### config.mk
export PLATFORM = sky130hd
export DESIGN_NAME = toggle_mux_arbiter
export DESIGN_NICKNAME = d
export VERILOG_FILES = /design/src/rtl/toggle_mux_arbiter.sv
export SDC_FILE = /design/constraint.sdc
export NUM_CORES = 1
export LEC_CHECK = 0
export ABC_AREA = 1
export CAP_MARGIN = 20
export CORE_MARGIN = 2
export CORE_UTILIZATION = 41
export CTS_BUF_LIST = sky130_fd_sc_hd__clkbuf_2
export CTS_CLUSTER_DIAMETER = 120
export DETAILED_ROUTE_END_ITERATION = 16
export GPL_ROUTABILITY_DRIVEN = 0
export GPL_TIMING_DRIVEN = 0
export HOLD_SLACK_MARGIN = 0.02
export PLACE_DENSITY = 0.82
export SKIP_CTS_REPAIR_TIMING = 1
export SYNTH_ARGS = -nofsm -noshare
export SYNTH_HDL_FRONTEND = slang
export SYNTH_SLANG_ARGS = --single-unit
### constraint.sdc
create_clock -name clk -period 1.46 [get_ports clk]
set_input_delay 0.219 -clock clk [delete_from_list [all_inputs] [get_ports clk]]
set_output_delay 0.219 -clock clk [all_outputs]
set_load 0.1 [all_outputs]
### src/rtl/toggle_mux_arbiter.sv
// Two-requester round-robin arbiter driving a shared m/n output mux.
// Grants are bounded to MAX_BURST beats so neither side can starve the other.
module toggle_mux_arbiter #(
    parameter int WIDTH     = 8,
    parameter int MAX_BURST = 4
) (
    input  logic             clk,
    input  logic             rst,
    input  logic             req_m,
    input  logic             last_m,
    input  logic [WIDTH-1:0] m,
    input  logic             req_n,
    input  logic             last_n,
    input  logic [WIDTH-1:0] n,
    output logic             gnt_m,
    output logic             gnt_n,
    output logic             sel,
    output logic [WIDTH-1:0] y,
    output logic             y_valid
);

    localparam int BW = $clog2(MAX_BURST + 1);
    localparam logic [BW-1:0] LIMIT = BW'(MAX_BURST - 1);

    typedef enum logic [1:0] {
        IDLE  = 2'd0,
        GNT_M = 2'd1,
        GNT_N = 2'd2
    } state_t;

    state_t          state_q, state_d;
    logic            pri_q, pri_d;
    logic [BW-1:0]   beat_q, beat_d;
    logic            sel_q, sel_d;

    logic            rel_m;
    logic            rel_n;
    logic            at_limit;

    assign at_limit = (beat_q == LIMIT);

    // A withdrawn request releases too; last is only meaningful with req.
    assign rel_m = !req_m || last_m || at_limit;
    assign rel_n = !req_n || last_n || at_limit;

    always_comb begin
        state_d = state_q;
        pri_d   = pri_q;
        beat_d  = beat_q;
        sel_d   = sel_q;
        unique case (state_q)
            IDLE: begin
                if (req_m && (!req_n || !pri_q)) begin
                    state_d = GNT_M;
                    sel_d   = 1'b0;
                    beat_d  = '0;
                end else if (req_n) begin
                    state_d = GNT_N;
                    sel_d   = 1'b1;
                    beat_d  = '0;
                end
            end
            GNT_M: begin
                if (rel_m) begin
                    pri_d  = 1'b1;
                    beat_d = '0;
                    if (req_n) begin
                        state_d = GNT_N;
                        sel_d   = 1'b1;
                    end else if (req_m) begin
                        state_d = GNT_M;
                        sel_d   = 1'b0;
                    end else begin
                        state_d = IDLE;
                    end
                end else begin
                    beat_d = beat_q + BW'(1);
                end
            end
            GNT_N: begin
                if (rel_n) begin
                    pri_d  = 1'b0;
                    beat_d = '0;
                    if (req_m) begin
                        state_d = GNT_M;
                        sel_d   = 1'b0;
                    end else if (req_n) begin
                        state_d = GNT_N;
                        sel_d   = 1'b1;
                    end else begin
                        state_d = IDLE;
                    end
                end else begin
                    beat_d = beat_q + BW'(1);
                end
            end
            default: begin
                state_d = IDLE;
                beat_d  = '0;
            end
        endcase
    end

    always_ff @(posedge clk) begin
        if (rst) begin
            state_q <= IDLE;
            pri_q   <= 1'b0;
            beat_q  <= '0;
            sel_q   <= 1'b0;
        end else begin
            state_q <= state_d;
            pri_q   <= pri_d;
            beat_q  <= beat_d;
            sel_q   <= sel_d;
        end
    end

    assign gnt_m = (state_q == GNT_M);
    assign gnt_n = (state_q == GNT_N);
    assign sel   = sel_q;

    always_comb begin
        y = '0;
        unique case (state_q)
            GNT_M:   y = m;
            GNT_N:   y = n;
            default: y = '0;
        endcase
    end

    assign y_valid = (gnt_m && req_m) || (gnt_n && req_n);

endmodule

==> key figures <==
Outcome
  – Status: complete, but fails checks
  – Failing checks: negative setup slack

Global route
  – GRT Total Usage: between 10% and 20%
  – Initial antenna violation count: 0
  – Global-route wire length before repair: about 3000 um
  – Global route overflow: 0
  – Largest net degree at the start of global routing: 11
  – Vias in the first global route: approximately 700

Timing
  – Worst setup margin: -0.343 ns
  – Least-Margin Pin Slew: approximately 0.54 ns
  – Post-route minimum period: around 1.8 ns
  – Max Transition Viols Final: 0
  – Crit share post-route: 123%
  – Fmax: roughly 550 MHz
  – Slew headroom: between 60% and 70%
  – Final setup violation count: 11
  – RSZ-0062 raised after global routing: true
  – Clock skew: about 0.03 ns
  – Final hold vios: 0
  – Worst hold slack: 0.473 ns

Worst setup path
  – Startpoint types: register
  – Top Family by Delay on Critical Path: buffers and inverters
  – Worst EP arrival: between 1.5 and 2 ns
  – Worst EP required: 1.24 ns
  – Max stage delay on crit path: 0.39 ns
  – CP Cell Sequence: inv_4, ha_4, clkinvlp_4, buf_12, a21oi_4, buf_12
  – Critical Path Sink: y[3]
  – Setup Crit Path Kind: register to output port
  – Cell count along the critical path: 6
  – R2R Setup Slk: -0.06 ns
  – Buf/Inv on CP: 4
  – Crit path launch: state_q[0]
  – Worst path most repeated cell: buf_12
  – Reg2Reg Depth: 8
  – CP Max Fanout: 9
  – R2R Path Start: state_q[0]
  – Worst setup EP type: output port
  – Slowest-stage cell, CP: dfxtp_4
  – Worst r2r dst: beat_q[2]

Finish
  – Layout cells sized above 1: between 30% and 40%
  – Antenna cell count: 0
  – Area growth from synthesis to layout: 107%
  – Fill count: 61
  – Layout Nets: between 150 and 200
  – Commonest non-fill, non-tap cell in the layout: nand2_1
  – Commonest non-fill, non-tap cells in the layout: 38 x nand2_1, 20 x clkdlybuf4s50_1, 13 x inv_1

Logic synthesis
  – Synth cell types: 18
  – Ys flop type: dfxtp_1
  – Register bit total from synthesis: 7
  – Avg Synthesized Cell Area: 5.96 um2
  – Synth async-reset ratio: 0%
  – Post-synth EDFFs: 0
  – Seq/Total Area, Yosys: between 20% and 30%
  – Synthesized netlist cell count: 113
  – Post-Syn Nets: about 140
  – Synthesis Warnings: 0
  – Area of the mapped netlist: slightly below 700 um2

Clocking
  – Clk_lat worst skew: roughly 0.25 ns
  – Htree depth: 1
  – CTS tree: built
  – Clk slew on worst S/H paths: approximately 0.10 ns
  – Clock sink count: 7
  – Num CTS Buffers: 3
  – Clk buf depth: 2
  – Root buf cell: clkbuf_2

Power
  – Worst IR Drop VDD: ~1.3 mV
  – Pint: around 0.96 mW
  – Final Power: approximately 2.2 mW
  – Net Sw Frac: 55.7%
  – Pwr Density: 1560 mW/mm2
  – Clock Power Share: ~7%
  – Combinational power share: between 80% and 90%
  – Sequential power share: ~12%
  – Pleak: 0.579 nW
  – NetSw: between 1 and 1.5 mW

Floorplan
  – Die width: about 45 um
  – Rows: 14
  – Die area: 0.00198 mm2
  – Starting Density: between 40% and 50%
  – Core area: ~0.0015 mm2
  – Top Ports: 34
  – Die H: around 45 um

Drt
  – Drt first pass iters: 6
  – DRC violations left: 0
  – DR WL/cell: roughly 16 um
  – Routed Antenna Nets: 0
  – Routed vias/inst: 5.23
  – Detailed-route via count: 905
  – Final WL: 2750 um
  – Initial DRC count: 18

Flow run
  – Max-Cap Viols: 0

Min path
  – Hold Crit Class: register to register

Place
  – Port Buffers: 33
  – Post-detail-place hpwl: between 1500 and 2000 um
[sequential cells by signal (all words and copies together), names as in the netlist]
register and flops:
sel 1, state_q 2, beat_q 3, pri_q 1
[metrics by stage]
step | cells | setup slack (ns) | TNS, ns | instance area [um2] | utilization, %
2_1_floorplan | 113 | -0.424 | -3.72 | 837 | -
3_3_place_gp | 162 | -1.21 | -12.02 | 1190 | 77.9
3_5_place_dp | 162 | -1.22 | -12.22 | 1190 | 77.9
4_1_cts | 166 | -1.49 | -15.34 | 1210 | 79.2
5_1_grt | 173 | -0.382 | -3.34 | 1390 | 91.3
6_report | 173 | -0.343 | -2.86 | 1390 | 91.3
[per-layer routing]
| metal | routed length [um] | global-route usage, % | vias to the layer above |
|---|---|---|---|
| met2 | 1480 | 33.6 | 34 |
| met3 | 152 | 5.71 | 6 |
| met1 | 1070 | 26.2 | 423 |
| li1 | - | - | 442 |
| met4 | 40 | 0 | 0 |
| met5 | 0 | 0 | - |
[cells by family (layout without fill, tap and decap cells)]
family,count (synthesis),in the layout,synth area share (%)
flops,7,7,20.8
fa+ha+maj,6,6,11.2
compound gates,18,18,15.8
buf+inv,20,64,11.5
simple gates,62,62,40.7
[cells in the mapped netlist, types with 2 or more instances]
cell type,n,area [um2]
nand2_1,38,143
nand3_1,4,20.0
ha_1,6,75.1
nor2_1,9,33.8
dfxtp_1,7,140
nand4_1,2,12.5
a21oi_2,4,35.0
buf_2,2,10.0
nand2_2,5,31.3
o21ai_0,2,10.0
inv_1,17,63.8
a21oi_1,11,55.1
[power by group through the flow]
stage / logic, mW / clock network (mW) / registers, mW
floorplan: 1.07 / 0 / 0.329
finish: 1.75 / 0.152 / 0.269
CTS: 1.41 / 0.149 / 0.262
detailed placement: 1.40 / 0 / 0.267
global placement: 1.38 / 0 / 0.265
global route: 1.83 / 0.162 / 0.271
[cell type report]
| type | count | area, um2 | area share [%] |
|---|---|---|---|
| Clock buffer | 4 | 20.0 | 1.44 |
| Multi-Input combinational cell | 86 | 601 | 43.2 |
| Inverter | 18 | 81.3 | 5.85 |
| Sequential cell | 7 | 148 | 10.6 |
| Tap cell | 16 | 20.0 | 1.44 |
| Buffer | 2 | 22.5 | 1.62 |
| Timing Repair Buffer | 40 | 499 | 35.9 |
[how the worst min path moves through the flow]
stage / from / end / slack, ns / cells past startpoint
finish: beat_q[1] / beat_q[1] / 0.47 / 2
global route: beat_q[1] / beat_q[1] / 0.49 / 2
CTS: beat_q[1] / beat_q[1] / 0.47 / 2
detailed placement: beat_q[1] / beat_q[1] / 0.46 / 2
global placement: beat_q[0] / beat_q[0] / 0.46 / 2
floorplan: rst / beat_q[2] / 0.28 / 1
[worst reg2reg max path, cell delays in order (launching register included)]
cell	delay [ns]
dfxtp_4	0.39
inv_4	0.05
ha_4	0.29
clkinvlp_4	0.09
buf_12	0.16
buf_4	0.14
nor2_4	0.11
nand3_2	0.09
a21oi_2	0.11
Note: power is estimated with default switching activity, not from simulation.
